<file path="src/rtl/gcm_ghash_tag_pkg.sv">
// gcm_pkg: shared types and constants for the GHASH / tag stage.
//   gcm_block_t   : 128-bit block, bit 0 is the GCM leftmost bit
//   GCM_R         : GHASH reduction constant (0xE1 || 0^120)
//   ghash_state_t : states of the tag-generator FSM
package gcm_pkg;

    typedef logic [0:127] gcm_block_t;

    localparam gcm_block_t GCM_R = {8'hE1, 120'h0};

    typedef enum logic [2:0] {
        IDLE,
        ACCEPT,
        MULT,
        LEN,
        FINAL
    } ghash_state_t;

endpackage

</file>
<file path="src/rtl/gcm_ghash_tag_if.sv">
// gcm_ghash_tag_if: instance-setup, block-stream and tag signals of the
// GHASH / tag stage.
//   master : upstream side (drives i_* signals, observes o_* signals)
//   slave  : the gcm_ghash_tag block
//   i_new_instance  1-cycle start pulse, latches i_h / i_encrypted_j0 / i_instance_size
//   i_h             hash subkey H
//   i_encrypted_j0  E(K,J0)
//   i_instance_size {aad_len_bits[0:63], pt_len_bits[0:63]}
//   i_block_valid   i_block carries an AAD or ciphertext block
//   o_block_ready   block accepted on edges where valid && ready
//   o_tag           GCM tag, held until overwritten
//   o_tag_valid     1-cycle pulse when o_tag is updated
interface gcm_ghash_tag_if;
    import gcm_pkg::*;

    logic       i_new_instance;
    gcm_block_t i_h;
    gcm_block_t i_encrypted_j0;
    gcm_block_t i_instance_size;
    logic       i_block_valid;
    gcm_block_t i_block;
    logic       o_block_ready;
    gcm_block_t o_tag;
    logic       o_tag_valid;

    modport master (
        output i_new_instance, i_h, i_encrypted_j0, i_instance_size,
               i_block_valid, i_block,
        input  o_block_ready, o_tag, o_tag_valid
    );

    modport slave (
        input  i_new_instance, i_h, i_encrypted_j0, i_instance_size,
               i_block_valid, i_block,
        output o_block_ready, o_tag, o_tag_valid
    );

endinterface

</file>
<file path="src/rtl/gcm_ghash_tag_mult.sv">
// gcm_gf128_mult_serial: digit-serial GF(2^128) multiplier, Z = X * H,
// GCM reflected bit order. DIGIT_BITS bits of H are folded per cycle,
// bit 0 first, giving a fixed latency of M = 128/DIGIT_BITS cycles.
//   clk, rst : clock, asynchronous active-high reset
//   i_start  : load i_x and restart (also aborts a multiply in progress)
//   i_x      : multiplicand, sampled on the i_start edge
//   i_h      : multiplier; read digit by digit, must be stable while busy
//   o_z      : product, valid in the cycle o_done is high
//   o_done   : high in the last step cycle; the product is final at that edge
module gcm_gf128_mult_serial
    import gcm_pkg::*;
#(
    parameter int unsigned DIGIT_BITS = 8
) (
    input  logic       clk,
    input  logic       rst,
    input  logic       i_start,
    input  gcm_block_t i_x,
    input  gcm_block_t i_h,
    output gcm_block_t o_z,
    output logic       o_done
);
    localparam int unsigned M  = 128 / DIGIT_BITS;
    localparam int unsigned CW = $clog2(M + 1);

    logic          busy;
    logic [CW-1:0] cnt;
    gcm_block_t    v_q, z_q, v_n, z_n;
    logic [6:0]    bit_idx;

    // One digit step: for each H bit, conditionally accumulate V, then V = V*x mod P.
    always_comb begin
        v_n     = v_q;
        z_n     = z_q;
        bit_idx = '0;
        for (int unsigned j = 0; j < DIGIT_BITS; j++) begin
            bit_idx = 7'((int'(cnt) * DIGIT_BITS) + j);
            if (i_h[bit_idx]) begin
                z_n = z_n ^ v_n;
            end
            v_n = v_n[127] ? ((v_n >> 1) ^ GCM_R) : (v_n >> 1);
        end
    end

    assign o_done = busy && (cnt == CW'(M - 1));
    assign o_z    = z_n;

    always_ff @(posedge clk or posedge rst) begin
        if (rst) begin
            busy <= 1'b0;
            cnt  <= '0;
            v_q  <= '0;
            z_q  <= '0;
        end else if (i_start) begin
            busy <= 1'b1;
            cnt  <= '0;
            v_q  <= i_x;
            z_q  <= '0;
        end else if (busy) begin
            v_q <= v_n;
            z_q <= z_n;
            if (o_done) begin
                busy <= 1'b0;
                cnt  <= '0;
            end else begin
                cnt <= cnt + 1'b1;
            end
        end
    end

endmodule

</file>
<file path="src/rtl/gcm_ghash_tag.sv">
// gcm_ghash_tag: GHASH accumulator and GCM tag generator.
// Per instance it absorbs zero-padded AAD blocks then ciphertext blocks,
// appends the {aad_len, pt_len} block and emits T = E(K,J0) ^ GHASH_H.
//   clk, rst : clock, asynchronous active-high reset
//   bus      : gcm_ghash_tag_if.slave (setup, block stream, tag)
//   DIGIT_BITS : H bits per multiplier cycle, must divide 128
module gcm_ghash_tag
    import gcm_pkg::*;
#(
    parameter int unsigned DIGIT_BITS = 8
) (
    input  logic           clk,
    input  logic           rst,
    gcm_ghash_tag_if.slave bus
);
    localparam gcm_block_t ONES = '1;

    ghash_state_t state;
    gcm_block_t   h_q, ej0_q, s_q;
    logic [63:0]  aad_len_q, pt_len_q;
    logic [56:0]  na_q, nc_q;

    logic [63:0]  aad_len_in, pt_len_in;
    logic [56:0]  na_in, nc_in;
    logic         in_aad, last_blk, blocks_left;
    logic [6:0]   tail_bits;
    gcm_block_t   keep_mask;
    logic         mult_start, mult_done;
    gcm_block_t   mult_x, mult_z;

    assign aad_len_in = bus.i_instance_size[0:63];
    assign pt_len_in  = bus.i_instance_size[64:127];
    assign na_in      = aad_len_in[63:7] + 57'(aad_len_in[6:0] != 7'd0);
    assign nc_in      = pt_len_in[63:7] + 57'(pt_len_in[6:0] != 7'd0);

    // Remaining-block counters double as the AAD/C phase and last-block flags.
    assign blocks_left = (na_q != '0) || (nc_q != '0);
    assign in_aad      = (na_q != '0);
    assign last_blk    = in_aad ? (na_q == 57'd1) : (nc_q == 57'd1);
    assign tail_bits   = in_aad ? aad_len_q[6:0] : pt_len_q[6:0];
    assign keep_mask   = (last_blk && (tail_bits != 7'd0)) ? ~(ONES >> tail_bits) : ONES;

    // Multiplier is (re)started on every new instance, every accepted block,
    // and when the last data product completes (length block follows at once).
    always_comb begin
        mult_start = 1'b0;
        mult_x     = '0;
        if (bus.i_new_instance) begin
            mult_start = 1'b1;
            mult_x     = bus.i_instance_size;
        end else if ((state == ACCEPT) && bus.i_block_valid) begin
            mult_start = 1'b1;
            mult_x     = s_q ^ (bus.i_block & keep_mask);
        end else if ((state == MULT) && mult_done && !blocks_left) begin
            mult_start = 1'b1;
            mult_x     = mult_z ^ {aad_len_q, pt_len_q};
        end
    end

    gcm_gf128_mult_serial #(
        .DIGIT_BITS (DIGIT_BITS)
    ) u_mult (
        .clk     (clk),
        .rst     (rst),
        .i_start (mult_start),
        .i_x     (mult_x),
        .i_h     (h_q),
        .o_z     (mult_z),
        .o_done  (mult_done)
    );

    always_ff @(posedge clk or posedge rst) begin
        if (rst) begin
            state             <= IDLE;
            h_q               <= '0;
            ej0_q             <= '0;
            s_q               <= '0;
            aad_len_q         <= '0;
            pt_len_q          <= '0;
            na_q              <= '0;
            nc_q              <= '0;
            bus.o_tag         <= '0;
            bus.o_tag_valid   <= 1'b0;
            bus.o_block_ready <= 1'b0;
        end else begin
            bus.o_tag_valid <= 1'b0;
            if (bus.i_new_instance) begin
                h_q       <= bus.i_h;
                ej0_q     <= bus.i_encrypted_j0;
                aad_len_q <= aad_len_in;
                pt_len_q  <= pt_len_in;
                na_q      <= na_in;
                nc_q      <= nc_in;
                s_q       <= '0;
                if ((na_in != '0) || (nc_in != '0)) begin
                    state             <= ACCEPT;
                    bus.o_block_ready <= 1'b1;
                end else begin
                    state             <= LEN;
                    bus.o_block_ready <= 1'b0;
                end
            end else begin
                case (state)
                    IDLE: begin
                        bus.o_block_ready <= 1'b0;
                    end
                    ACCEPT: begin
                        if (bus.i_block_valid) begin
                            state             <= MULT;
                            bus.o_block_ready <= 1'b0;
                            if (in_aad) begin
                                na_q <= na_q - 57'd1;
                            end else begin
                                nc_q <= nc_q - 57'd1;
                            end
                        end
                    end
                    MULT: begin
                        if (mult_done) begin
                            s_q <= mult_z;
                            if (blocks_left) begin
                                state             <= ACCEPT;
                                bus.o_block_ready <= 1'b1;
                            end else begin
                                state <= LEN;
                            end
                        end
                    end
                    LEN: begin
                        if (mult_done) begin
                            s_q   <= mult_z;
                            state <= FINAL;
                        end
                    end
                    FINAL: begin
                        bus.o_tag       <= ej0_q ^ s_q;
                        bus.o_tag_valid <= 1'b1;
                        state           <= IDLE;
                    end
                    default: begin
                        state             <= IDLE;
                        bus.o_block_ready <= 1'b0;
                    end
                endcase
            end
        end
    end

endmodule

</file>
<file path="src/flat_wrapper.sv">
// flat-port wrapper written by rule: the top's interface ports become plain ports
module gcm_ghash_tag_flat import gcm_pkg::*;
#(
    parameter int unsigned DIGIT_BITS = 8
)
  (clk, rst, bus_i_new_instance, bus_i_h, bus_i_encrypted_j0, bus_i_instance_size, bus_i_block_valid, bus_i_block, bus_o_block_ready, bus_o_tag, bus_o_tag_valid);
  gcm_ghash_tag_if bus_i ();
  input  logic clk;
  input  logic rst;
  input wire logic [$bits(bus_i.i_new_instance)-1:0] bus_i_new_instance;
  input wire logic [$bits(bus_i.i_h)-1:0] bus_i_h;
  input wire logic [$bits(bus_i.i_encrypted_j0)-1:0] bus_i_encrypted_j0;
  input wire logic [$bits(bus_i.i_instance_size)-1:0] bus_i_instance_size;
  input wire logic [$bits(bus_i.i_block_valid)-1:0] bus_i_block_valid;
  input wire logic [$bits(bus_i.i_block)-1:0] bus_i_block;
  output wire logic [$bits(bus_i.o_block_ready)-1:0] bus_o_block_ready;
  output wire logic [$bits(bus_i.o_tag)-1:0] bus_o_tag;
  output wire logic [$bits(bus_i.o_tag_valid)-1:0] bus_o_tag_valid;
  assign bus_i.i_new_instance = bus_i_new_instance;
  assign bus_i.i_h = bus_i_h;
  assign bus_i.i_encrypted_j0 = bus_i_encrypted_j0;
  assign bus_i.i_instance_size = bus_i_instance_size;
  assign bus_i.i_block_valid = bus_i_block_valid;
  assign bus_i.i_block = bus_i_block;
  assign bus_o_block_ready = bus_i.o_block_ready;
  assign bus_o_tag = bus_i.o_tag;
  assign bus_o_tag_valid = bus_i.o_tag_valid;
  gcm_ghash_tag #(.DIGIT_BITS(DIGIT_BITS)) u_core (.clk(clk), .rst(rst), .bus(bus_i));
endmodule
</file>
<file path="config.mk">
export PLATFORM = sky130hd
export DESIGN_NAME = gcm_ghash_tag_flat
export DESIGN_NICKNAME = d
export VERILOG_FILES = /design/src/rtl/gcm_ghash_tag_pkg.sv /design/src/rtl/gcm_ghash_tag_if.sv /design/src/rtl/gcm_ghash_tag_mult.sv /design/src/rtl/gcm_ghash_tag.sv /design/src/flat_wrapper.sv
export SDC_FILE = /design/constraint.sdc
export NUM_CORES = 2
export LEC_CHECK = 0
export ABC_AREA = 0
export CAP_MARGIN = 10
export CORE_MARGIN = 8
export CORE_UTILIZATION = 53
export DETAILED_ROUTE_END_ITERATION = 10
export PLACE_DENSITY = 0.75
export SLEW_MARGIN = 20
export SYNTH_ARGS = -nofsm -noshare
export SYNTH_HDL_FRONTEND = slang
export SYNTH_SLANG_ARGS = --single-unit
</file>
<file path="constraint.sdc">
create_clock -name clk -period 36.6 [get_ports clk]
set_input_delay 7.32 -clock clk [delete_from_list [all_inputs] [get_ports clk]]
set_output_delay 7.32 -clock clk [all_outputs]
set_load 0.005 [all_outputs]
</file>
==> impl_metrics.tcl <==
set metrics [dict create \
    grt_overflow_total 0 \
    cts_max_path_buffers 3 \
    synth.largest_area_cell "dfrtp_1" \
    endpoint "u_core.bus.o_block_ready" \
    cts_setup_buffers 0 \
    detail_route.first_pass.iterations 11 \
    io_buffer_count 645 \
    design_area_sq_mm 0.0784 \
    synthArstFlopShare_pct 100 \
    finClkSkew_ns 0.0422 \
    r2r_setup_slack_ns 30.30 \
    dpl_cell_area_sq_mm 0.0743 \
    yosysSeqAreaShare_pct 38.1 \
    hold_ws_ns 0.500 \
    power_density_mw_per_mm2 61.2 \
    synth_edf_count 0 \
    crit_arrival_ns 12.68 \
    vias 60800 \
    crit_slowest_cell "clkdlybuf4s50_1" \
    end_kind "flop" \
    critPathMaxStageDelay_ns 0.82 \
    hpwl_mm 206 \
    num-fill-cells 10400 \
    relSlewSlack_pct 15.4 \
    yosysWarnings 0 \
    fmax_mhz 83.2 \
    drive_above_1_share_pct 11.0 \
    slew_violations 0 \
    cts_tree "yes" \
    synth_top_area_share_pct 38.1 \
    cap_viol_max_count 0 \
    reg2reg_to "u_core.u_mult.v_q[18]" \
    initialDrtViolationCount 9283 \
    reg2regPathDepth 9 \
    wl_per_cell_um 30.4 \
    die_y_um 372 \
    rr_startpoint "u_core.na_q[5]" \
    synthTopCellsByArea "dfrtp_1 38%, xnor2_1 13%, mux2_2 7.8%" \
    violations "design-rule violations" \
    drc_errors 8 \
    rsz0062_at_grt "no" \
    critical_path_class "primary input to flop" \
    rows 130 \
    clkTransAtPathRegs_ns 0.07 \
    vias_per_cell 6.41 \
    gp_congestion 1.08 \
    grtUsageTotal_pct 40.1 \
    cts_resized 0 \
    synth_flop_cell "dfrtp_1" \
    fin_crit_ns 12.02 \
    crit_required_ns 37.25 \
    ff_latch_area_sq_mm 0.0256 \
    ctsHtreeMaxLevel 3 \
    finalCritPeriodShare_pct 32.9 \
    avgSynthCellArea_sq_um 9.02 \
    critical_path.startpoint "bus_i_instance_size[68]" \
    grt_antenna_before_repair 55 \
    die_w_um 372 \
    holdCritPathClass "flop to flop" \
    syn_inst 7437 \
    run_status "complete, but fails checks" \
    clk_latency_ns 0.78 \
    core_area_sq_mm 0.126 \
    drt_wl_total_mm 288 \
    ys_ff_latch 1021 \
    cp-start-kind "primary input" \
    grt_pass1_vias 57400 \
    syn_area_sq_mm 0.0671 \
    dieArea_sq_mm 0.138 \
    syn-num-nets 7962 \
    grt_max_degree 172 \
    layout.nets 8210 \
    setup_viol 0 \
    holdBufCountCts 0 \
    syn2layout_area_growth_pct 16.8 \
    cp_cell_sequence "clkdlybuf4s50_1 -> nor4_1 -> nand2_1 -> ha_1 -> ha_1 -> and4_1 -> nand3_1 -> nor3_1 -> mux2_2 -> a2bb2oi_1 -> or4_1 -> or4_1 -> nor4_1 -> nand4_1 -> a32o_1" \
    setup_tns_ns 0 \
    start_util_pct 53.4 \
    finalHoldViolations 0 \
    synthMostInstantiatedCell "nand2_1" \
    path_max_fanout 8 \
    clock-root-buffer "clkbuf_16" \
    synth_common_cells "1,371 x nand2_1, 1,028 x xnor2_1, 1,021 x dfrtp_1, 506 x xor2_1, 483 x clkbuf_1" \
    cts_buffers 116 \
    vdd_drop_max_mv 0.0473 \
    worstMarginPinSlew_ns 1.26 \
    antenna_left 0 \
    multi_input_area_sq_mm 0.0392 \
    grt_pass1_wl_mm 407 \
    cts.sinks 1021 \
    p_leak_nw 31.4 \
    synth_cell_types 84 \
    num_io_pins 646 \
]
cells by family after synthesis:
group                    Yosys count  share of synthesized area (%)
AO/OA/AOI/OAI                   1178                           10.1
XOR/XNOR                        1595                           22.1
adder cells (fa/ha/maj)            9                          0.168
buffers and inverters            666                           3.81
flip-flops                      1021                           38.1
multiplexers                     631                           10.8
AND/OR/NAND/NOR                 2337                           14.9
metal layers:
metal  vias to the layer above  track usage [%]  wire [um]
li1                      25500                -          -
met1                     29800             51.5     105000
met2                      4570             55.0     116000
met3                       894             20.8      49200
met4                        16             19.9      18300
met5                         -            0.783        240
power by group:
group,internal (mW),switching [mW]
sequential,1.26,0.182
combinational,0.878,1.23
clock,0.712,0.531
total,2.85,1.94
area by class of cell:
class	instances	area share, %
repair buffers	739	9.25
well taps	1650	2.63
multi-input cells	5750	50.0
diodes	45	0.144
inverters	57	0.289
clock inverters	58	0.950
flip-flops and latches	1021	32.6
clock buffers	154	4.11
cell usage in the layout (no fill, tap or decap), types with 156 or more instances in the layout:
cell	n
nand2_1	1367
xnor2_1	1028
mux2_2	465
dfrtp_1	1019
nand3_1	156
o21ai_0	420
nor2_1	419
xor2_1	506
clkdlybuf4s50_1	644
a21oi_1	418
critical path, delay by kind of cell:
| kind | cells | cell delay [ns] |
|---|---|---|
| adder cells (fa/ha/maj) | 2 | 0.52 |
| multiplexers | 1 | 0.40 |
| buffers and inverters | 1 | 0.82 |
| AO/OA/AOI/OAI | 2 | 0.42 |
| AND/OR/NAND/NOR | 9 | 3.19 |
stage by stage:
| step | setup WS [ns] | power [mW] | std cells | util [%] |
|---|---|---|---|---|
| 4_1_cts | 24.74 | 4.69 | 9429 | 62.3 |
| 5_1_grt | 24.45 | 4.94 | 9457 | 62.4 |
| 3_5_place_dp | 23.96 | 3.45 | 9217 | 59.2 |
| 2_1_floorplan | 0.549 | 2.82 | 7437 | - |
| 3_3_place_gp | 24.17 | 3.40 | 9217 | 59.1 |
| 6_report | 24.58 | 4.79 | 9474 | 62.4 |
state kept, by name (all words and copies together), names as in the netlist:
register / count
u_core.aad_len_q: 64
u_core.bus.o_block_ready: 1
u_core.bus.o_tag: 128
u_core.bus.o_tag_valid: 1
u_core.ej0_q: 128
u_core.h_q: 128
u_core.na_q: 57
u_core.nc_q: 57
u_core.pt_len_q: 64
u_core.s_q: 128
u_core.state: 3
u_core.u_mult.busy: 1
u_core.u_mult.cnt: 5
u_core.u_mult.v_q: 128
u_core.u_mult.z_q: 128
worst min path at each step:
stage                         startpoint        endpoint  slack, ns  cells after the start
final                      u_core.h_q[9]   u_core.h_q[9]       0.50                      1
after global routing      u_core.h_q[11]  u_core.h_q[11]       0.52                      1
after CTS                 u_core.h_q[35]  u_core.h_q[35]       0.50                      1
after detailed placement  u_core.h_q[35]  u_core.h_q[35]       0.49                      1
after global placement    u_core.h_q[11]  u_core.h_q[11]       0.48                      1
after floorplan           u_core.h_q[65]  u_core.h_q[65]       0.47                      1
No activity file was read; power rests on OpenSTA's default activity.
